[config.mk]
export PLATFORM = sky130hd
export DESIGN_NAME = instr_sequencer
export DESIGN_NICKNAME = d
export VERILOG_FILES = /design/src/rtl/instr_sequencer_pkg.sv /design/src/rtl/instr_sequencer_prog_mem.sv /design/src/rtl/instr_sequencer.sv
export SDC_FILE = /design/constraint.sdc
export NUM_CORES = 1
export LEC_CHECK = 0
export ABC_AREA = 1
export ABC_CLOCK_PERIOD_IN_PS = 2250
export CAP_MARGIN = 20
export CORE_MARGIN = 2
export CORE_UTILIZATION = 35
export CTS_BUF_LIST = sky130_fd_sc_hd__clkbuf_4
export CTS_CLUSTER_DIAMETER = 120
export DETAILED_ROUTE_END_ITERATION = 10
export PLACE_DENSITY_LB_ADDON = 0.2
export SYNTH_ARGS = -nofsm -noshare
export SYNTH_HDL_FRONTEND = slang
export SYNTH_SLANG_ARGS = --single-unit
[constraint.sdc]
create_clock -name clk -period 2.25 [get_ports clk]
set_input_delay 0.3375 -clock clk [delete_from_list [all_inputs] [get_ports clk]]
set_output_delay 0.3375 -clock clk [all_outputs]
set_load 0.01 [all_outputs]
[src/rtl/instr_sequencer_pkg.sv]
// Shared constants, opcode encodings and FSM state type for the instruction sequencer.
// Instruction word layout: {opcode[2:0], reg_x[1:0], reg_y[1:0], imm[3:0]}.
package instr_sequencer_pkg;

   localparam int INSTR_W    = 11;
   localparam int ADDR_W     = 4;
   localparam int DEPTH      = 16;
   localparam int LEN_W      = 5;
   localparam int OPC_W      = 3;
   localparam int HOLD_W     = 3;

   localparam int HOLD_LOAD  = 3;
   localparam int HOLD_ALU   = 5;
   localparam int GAP_CYCLES = 1;

   localparam logic [OPC_W-1:0] OP_LOAD = 3'b000;
   localparam logic [OPC_W-1:0] OP_MOV  = 3'b001;
   localparam logic [OPC_W-1:0] OP_SUB  = 3'b010;
   localparam logic [OPC_W-1:0] OP_ADD  = 3'b011;
   localparam logic [OPC_W-1:0] OP_DISP = 3'b100;
   localparam logic [OPC_W-1:0] OP_SUBI = 3'b110;
   localparam logic [OPC_W-1:0] OP_ADDI = 3'b111;

   typedef enum logic [1:0] {
      IDLE   = 2'd0,
      ISSUE  = 2'd1,
      GAP    = 2'd2,
      FINISH = 2'd3
   } state_e;

   function automatic logic [OPC_W-1:0] opcode_of(input logic [INSTR_W-1:0] word);
      return word[INSTR_W-1 -: OPC_W];
   endfunction

   // Counter reload value: the counter runs down to zero, so it holds length-1.
   function automatic logic [HOLD_W-1:0] hold_reload(input logic [OPC_W-1:0] op);
      if (op == OP_LOAD)
         return HOLD_W'(HOLD_LOAD - 1);
      return HOLD_W'(HOLD_ALU - 1);
   endfunction

endpackage

[src/rtl/instr_sequencer_prog_mem.sv]
// 16 x 11 program store: one synchronous write port, one asynchronous read port.
// Deliberately has no reset so a program survives a reset of the sequencer.
module seq_prog_mem
   import instr_sequencer_pkg::*;
(
   input  logic               clk,
   input  logic               we,
   input  logic [ADDR_W-1:0]  wr_addr,
   input  logic [INSTR_W-1:0] wr_data,
   input  logic [ADDR_W-1:0]  rd_addr,
   output logic [INSTR_W-1:0] rd_data
);

   logic [INSTR_W-1:0] mem [DEPTH];

   always_ff @(posedge clk) begin
      if (we)
         mem[wr_addr] <= wr_data;
   end

   assign rd_data = mem[rd_addr];

endmodule

[src/rtl/instr_sequencer.sv]
// Steps through a stored program, presenting each word on instr with an exec strobe
// held for an opcode-dependent number of cycles, separated by a one-cycle gap.
module instr_sequencer
   import instr_sequencer_pkg::*;
(
   input  logic               clk,
   input  logic               rst_n,
   input  logic               prog_we,
   input  logic [ADDR_W-1:0]  prog_addr,
   input  logic [INSTR_W-1:0] prog_data,
   input  logic [LEN_W-1:0]   prog_len,
   input  logic               start,
   input  logic               abort,
   output logic               exec,
   output logic [INSTR_W-1:0] instr,
   output logic [ADDR_W-1:0]  pc,
   output logic               busy,
   output logic               done
);

   state_e             state_q, state_d;
   logic [ADDR_W-1:0]  pc_d;
   logic [ADDR_W-1:0]  last_pc_q, last_pc_d;
   logic [HOLD_W-1:0]  cnt_q, cnt_d;
   logic [INSTR_W-1:0] instr_d;
   logic               exec_d, busy_d, done_d;
   logic               load_instr;

   logic               mem_we;
   logic [ADDR_W-1:0]  rd_addr;
   logic [INSTR_W-1:0] rd_word;
   logic [INSTR_W-1:0] fetch_word;
   logic [LEN_W-1:0]   len_clip;

   assign mem_we   = prog_we && (state_q == IDLE);
   assign len_clip = (prog_len > LEN_W'(DEPTH)) ? LEN_W'(DEPTH) : prog_len;
   assign rd_addr  = (state_q == GAP) ? pc + 1'b1 : '0;

   // A write landing on the start edge is forwarded so the run sees the new word.
   assign fetch_word = (mem_we && (prog_addr == rd_addr)) ? prog_data : rd_word;

   seq_prog_mem u_prog_mem (
      .clk     (clk),
      .we      (mem_we),
      .wr_addr (prog_addr),
      .wr_data (prog_data),
      .rd_addr (rd_addr),
      .rd_data (rd_word)
   );

   always_ff @(posedge clk or negedge rst_n) begin
      if (!rst_n) begin
         state_q   <= IDLE;
         pc        <= '0;
         last_pc_q <= '0;
         cnt_q     <= '0;
         instr     <= '0;
         exec      <= 1'b0;
         busy      <= 1'b0;
         done      <= 1'b0;
      end else begin
         state_q   <= state_d;
         pc        <= pc_d;
         last_pc_q <= last_pc_d;
         cnt_q     <= cnt_d;
         instr     <= instr_d;
         exec      <= exec_d;
         busy      <= busy_d;
         done      <= done_d;
      end
   end

   always_comb begin
      state_d    = state_q;
      pc_d       = pc;
      last_pc_d  = last_pc_q;
      cnt_d      = cnt_q;
      load_instr = 1'b0;
      instr_d    = '0;
      exec_d     = 1'b0;
      busy_d     = 1'b0;
      done_d     = 1'b0;

      unique case (state_q)
         IDLE: begin
            if (start && !abort) begin
               if (len_clip == '0) begin
                  state_d = FINISH;
               end else begin
                  state_d    = ISSUE;
                  pc_d       = '0;
                  last_pc_d  = ADDR_W'(len_clip - 1'b1);
                  cnt_d      = hold_reload(opcode_of(fetch_word));
                  load_instr = 1'b1;
               end
            end
         end
         ISSUE: begin
            if (abort) begin
               state_d = FINISH;
            end else if (cnt_q == '0) begin
               state_d = GAP;
               cnt_d   = HOLD_W'(GAP_CYCLES - 1);
            end else begin
               cnt_d = cnt_q - 1'b1;
            end
         end
         GAP: begin
            if (abort) begin
               state_d = FINISH;
            end else if (cnt_q != '0) begin
               cnt_d = cnt_q - 1'b1;
            end else if (pc == last_pc_q) begin
               state_d = FINISH;
            end else begin
               state_d    = ISSUE;
               pc_d       = pc + 1'b1;
               cnt_d      = hold_reload(opcode_of(fetch_word));
               load_instr = 1'b1;
            end
         end
         FINISH: begin
            state_d = IDLE;
         end
         default: begin
            state_d = IDLE;
         end
      endcase

      // Outputs are registered from the next state so they line up with it.
      exec_d = (state_d == ISSUE);
      busy_d = (state_d == ISSUE) || (state_d == GAP);
      done_d = (state_d == FINISH);
      if (load_instr)
         instr_d = fetch_word;
      else if (state_d == ISSUE)
         instr_d = instr;
   end

endmodule
==> results of run 1 <==
==> per-layer routing <==
metal  vias up  global-route usage  routed length, um
met4         0             0.05229                476
met5         -                   0                  0
met2       214              0.2795              11320
li1       3149                   -                  -
met1      3145              0.2604              11300
met3        41             0.03463               1534
==> through the flow <==
stage	power, mW	setup TNS, ns	hold WS, ns
5_1_grt	12.65	-0.8555	0.04307
6_report	11.91	-0.008903	0.05475
3_3_place_gp	8.138	-2.040	0.4765
3_5_place_dp	8.164	-3.064	0.4881
4_1_cts	11.35	0	0.03926
2_1_floorplan	6.548	0	0.04191
==> registers in the layout, indices dropped and copies added (netlist names) <==
register and flops:
u_prog_mem.mem 176, instr 11, last_pc_q 4, pc 4
cnt_q 3, state_q 2, busy 1, done 1
exec 1
==> what timing repair did <==
item,CTS,global route
cloned,0,7
buffers inserted,0,3
endpoints found under the hold margin,0,0
gates resized for setup,19,80
pin swaps,3,36
setup endpoints to repair,9,11
==> worst max path at each step <==
stage / start / endpoint / slack (ns) / cells after the start
floorplan: pc[0] / cnt_q[1] / 0.18 / 15
global placement: prog_len[2] / instr[0] / -0.18 / 15
detailed placement: prog_len[2] / instr[3] / -0.24 / 15
CTS: state_q[0] / instr[6] / 0.0006 / 15
global route: state_q[0] / instr[6] / -0.14 / 16
finish: state_q[0] / instr[6] / -0.008 / 16
==> cell type report <==
type	count	area [sq um]
Antenna cell	3	7.507
Clock buffer	72	540.5
Clock inverter	16	97.59
Fill cell	2344	13340
Inverter	64	245.2
Multi-Input combinational cell	480	2726
Sequential cell	203	5962
Tap cell	330	412.9
Timing Repair Buffer	152	1632
==> synth_stat cells (7+ instances only) <==
library cell	instances	area (sq um)
a221oi_1	15	131.4
a21oi_1	71	355.3
edfxtp_1	176	5285
dfrtp_1	27	675.7
nand4_1	10	62.56
ha_1	10	125.1
o22ai_1	7	43.79
a22oi_1	14	105.1
buf_2	13	65.06
nand2_1	189	709.4
nor2_1	44	165.2
nand3_1	59	295.3
o21ai_1	13	65.06
o21ai_0	27	135.1
inv_1	60	225.2
buf_4	17	127.6
==> where the power goes <==
group          switching [mW]  total, mW  internal [mW]
Combinational            2.44       4.41           1.97
Clock                    1.47       3.06           1.59
Sequential              0.114       4.44           4.33
Total                    4.03       11.9           7.88
==> cells by family (layout without fill, tap and decap cells) <==
family	count (synthesis)	after routing	synth area share
buffers and inverters	103	304	0.05303
other	0	3	0
muxes	1	1	0.001279
adders and majority gates	10	10	0.01422
AOI/OAI and AO/OA	156	156	0.1031
DFF	203	203	0.6773
xor gates and xnor gates	4	4	0.003981
and+or+nand+nor	309	309	0.1471
==> flow_summary.yaml, run 1 <==
logic_synthesis:
  synthArstFlopShare: 0.1330
  avgSynthCellArea_sq_um: 11.20
  synth_edf_count: 176
  synth-seq-cells: 203
  synthDistinctLibCells: 34
  ys_seq_area_frac: 0.6773
  synthCells: 786
  yosys_warnings: 0
  syn-cell-area_sq_mm: 0.008801
  syn_nets: 821
  synthFlopType: "edfxtp_1"
setup_path:
  r2r_cells: 16
  critPathRequiredTime_ns: 2.84
  rrSetupSlack_ns: -0.008
  path_max_fanout: 8
  crit_slowest_cell: "dfrtp_1"
  cp-end-kind: "register"
  arrival_ns: 2.85
  crit_path_start_kind: "register"
  max_stage_delay_ns: 0.39
  cpMostUsedCell: "nand2_1"
  cp_top_family: "buffers and inverters"
  crit_type: "reg -> reg"
  critPathBufInv: 6
  path_cells: "inv_2, ha_4, buf_8, inv_4, nor2_4, buf_12, buf_12, buf_16, nand2_4, a22oi_2, nand2_1, nand2_1, o22ai_2, nand2_1, o21ai_2, o21ai_1"
  r2r_start: "state_q[0]"
  reg2reg_to: "instr[6]"
placed_design:
  dp.cells: 1219
  port_buffers: 42
  dp_worst_setup_slack_ns: -0.2418
  place_hpwl_um: 15370
  placed_cell_area_sq_mm: 0.01038
  gp_congestion: 0.7965
finish:
  final_core_util: 0.4656
  mostFrequentLayoutCell: "edfxtp_1"
  stdcell_count: 1320
  nets: 989
  mostFrequentLayoutCells: "edfxtp_1, nand2_1, buf_4, clkbuf_4, a21oi_1"
  stdcell_area_sq_mm: 0.01162
  drive_above_1_share: 0.2715
  area_growth_pct: 32.07
clocking:
  hold_buffers: 0
  cts_made_buffers: 53
  cts.sinks: 203
  clk_path_buf_depth: 3
  h-tree-depth: 2
  cts_tree: "yes"
  clock_tree.root_cell: "clkbuf_4"
  path_clk_slew_ns: 0.06
  clk_latency_ns: 0.66
timing:
  tightest_slew_ns: 0.6909
  period_minus_slack_ns: 2.258
  rsz0062_at_grt: "true"
  hold_viol_final: 0
  slew_headroom: 0.5321
  fmax_ghz: 0.4428
  maxSlewViolCount: 0
  layout_setup_ws_ns: -0.008195
  skew_ns: 0.04842
  setup_viol: 2
  min_period_over_period: 1.004
global_routing:
  grt_max_degree: 33
  antenna_found_initial: 1
  grt_pass1_vias: 6159
  grt_usage: 0.1808
  grt_overflow_total: 0
  grt_pass1_wl_um: 36080
die:
  die_height_um: 162.6
  start_util: 0.3525
  pin_count: 43
  die_x_um: 162.6
  core_sq_mm: 0.02496
  dieArea_sq_mm: 0.02643
  core.rowCount: 58
worst_hold_path:
  hp-class: "in -> async"
status:
  outcome: "finished, violations left"
  violations: "setup timing"
power_and_ir_drop:
  p_leak_nw: 4.538
  power_density_mw_per_mm2: 1025
  ir_drop_v: 0.0004410
drt:
  drt_wl_total_um: 24630
  drtIter0Drc: 500
  post-route-drc-count: 0
  routed-via-count: 6549
  viasPerCell: 4.961
  avgRoutedWirePerCell_um: 18.66
  antenna_left: 0
  first_pass_iters: 5
job:
  max-cap-violations: 0
Note: power is estimated with default switching activity, not from simulation.
==> inputs of run 2 (changes only) <==
- PLACE_DENSITY: not set -> 0.49
- PLACE_DENSITY_LB_ADDON: 0.2 -> not set
==> flow_summary.yaml, run 2 (synthesized netlist as in run 1, its figures left out) <==
timing:
  layout_setup_ws_ns: 0.05696
  setup_viol: 0
  finalSetupTns_ns: 0
  maxSlewViolCount: 0
  fmax_ghz: 0.4560
  rsz0062_at_grt: "true"
  slew_headroom: 0.5557
  period_minus_slack_ns: 2.193
  hold_ws_ns: 0.05690
  skew_ns: 0.04704
  min_period_over_period: 0.9747
  hold_viol_final: 0
  tightest_slew_ns: 0.6561
status:
  outcome: "complete, no violations"
die:
  start_util: 0.3525
  dieArea_sq_mm: 0.02643
  die_x_um: 162.6
  die_height_um: 162.6
  pin_count: 43
  core.rowCount: 58
  core_sq_mm: 0.02496
placed_design:
  gp_congestion: 0.8227
  port_buffers: 42
  place_hpwl_um: 16320
  dp_worst_setup_slack_ns: -0.2274
finish:
  fill_cells: 2383
  area_growth_pct: 36.28
  nets: 1015
  regMostFlops: "u_prog_mem.mem"
  final_core_util: 0.4805
  drive_above_1_share: 0.3130
  largest_reg_flops: 176
  reg_top3: "u_prog_mem.mem: 176 flops, instr: 11 flops"
  mostFrequentLayoutCell: "edfxtp_1"
  mostFrequentLayoutCells: "edfxtp_1, nand2_1, buf_4, clkbuf_4, a21oi_1"
worst_hold_path:
  hp-class: "in -> async"
power_and_ir_drop:
  power_density_mw_per_mm2: 1054
  p_leak_nw: 4.725
  design_power_total_mw: 12.64
  ir_drop_v: 0.0004838
  power_frac_comb: 0.388
  switching_share: 0.3342
  internal_power_mw: 8.418
  pwr-share-seq: 0.352
  p_sw_mw: 4.226
  clock_power_share: 0.260
global_routing:
  grt_overflow_total: 0
  grt_usage: 0.1968
  grt_max_degree: 28
  grt_pass1_wl_um: 39240
  grt_pass1_vias: 6859
  antenna_found_initial: 1
clocking:
  clk_latency_ns: 0.68
  h-tree-depth: 2
  cts.sinks: 203
  cts_made_buffers: 54
  clock_tree.root_cell: "clkbuf_4"
  path_clk_slew_ns: 0.06
  hold_buffers: 0
  clk_path_buf_depth: 3
  cts_tree: "yes"
drt:
  first_pass_iters: 5
  drt_wl_total_um: 26030
  routed-via-count: 6797
  wl_met1_um: 11800
  dr_wl_met2_um: 12130
  wl_met3_um: 1394
  highest_layer: "met4"
  viasPerCell: 5.046
  post-route-drc-count: 0
  drtIter0Drc: 504
  antenna_left: 0
  avgRoutedWirePerCell_um: 19.33
setup_path:
  rrSetupSlack_ns: 0.06
  crit_path_start_kind: "register"
  path_max_fanout: 5
  critPathBufInv: 6
  critPathRequiredTime_ns: 2.81
  max_stage_delay_ns: 0.38
  r2r_start: "state_q[0]"
  cp_top_family: "compound AO/OA/AOI/OAI gates"
  r2r_cells: 14
  path_cells: "inv_2, ha_4, inv_4, nor2_4, buf_8, buf_12, buf_16, buf_8, nand2_1, a221oi_2, o22ai_1, nand2_1, o21ai_1, o21ai_1"
  crit_type: "reg -> reg"
  reg2reg_to: "instr[0]"
  crit_cells: 14
  cp-end-kind: "register"
  crit_slowest_cell: "dfrtp_1"
  arrival_ns: 2.76
job:
  max-cap-violations: 0
==> run 2: cell count changes in the layout (fill, tap and decap cells not counted), moves of 5 or more <==
cell	previous run	this run
a21oi_1	69	64
a21oi_2	3	8
buf_4	79	95
buf_6	4	10
clkbuf_4	72	84
clkinv_1	11	4
nor2_1	43	38
==> run 2: routing by layer <==
layer	vias up	global-route usage
met2	224	0.3103
met5	-	0
met4	0	0.08447
met3	60	0.04227
met1	3315	0.2641
li1	3198	-
==> run 2: cell type report <==
type	instances	area, sq um	share of cell area
Inverter	64	245.2	0.02045
Tap cell	330	412.9	0.03443
Timing Repair Buffer	177	1864	0.1554
Clock buffer	84	630.6	0.05258
Multi-Input combinational cell	480	2813	0.2345
Sequential cell	203	5962	0.4971
Clock inverter	8	63.81	0.005320
Antenna cell	1	2.502	0.0002086
==> run 2: power groups by stage <==
stage	combinational [mW]	sequential (mW)	clock (mW)
2_1_floorplan	1.99	4.56	0
3_3_place_gp	3.73	4.52	0
3_5_place_dp	3.73	4.51	0
4_1_cts	4.44	4.44	3.39
5_1_grt	5.32	4.47	3.59
6_report	4.90	4.45	3.29
==> run 2: worst reg2reg max path: stages (launching register included) <==
cell,delay (ns)
dfrtp_1,0.38
inv_2,0.08
ha_4,0.18
inv_4,0.05
nor2_4,0.14
buf_8,0.15
buf_12,0.11
buf_16,0.12
buf_8,0.12
nand2_1,0.07
a221oi_2,0.31
o22ai_1,0.14
nand2_1,0.06
o21ai_1,0.09
o21ai_1,0.13
==> run 2: worst max path at each step <==
stage,from,to,slack [ns]
global route,state_q[0],cnt_q[1],-0.11
CTS,pc[0],instr[6],0.006
finish,state_q[0],instr[0],0.06
floorplan,pc[0],cnt_q[1],0.18
detailed placement,prog_len[2],instr[2],-0.23
global placement,prog_len[2],instr[2],-0.16
==> run 2: metrics by stage <==
step	cell area (sq um)	cells
after floorplan	8801	786
after global routing	11990	1347
after CTS	11590	1335
after global placement	10430	1224
final	11990	1347
after detailed placement	10430	1224
==> run 2: timing repair <==
action | CTS | global route
pin swaps | 26 | 39
buffers inserted | 15 | 12
cloned | 5 | 2
endpoints found under the setup margin | 10 | 13
resized for setup | 60 | 80
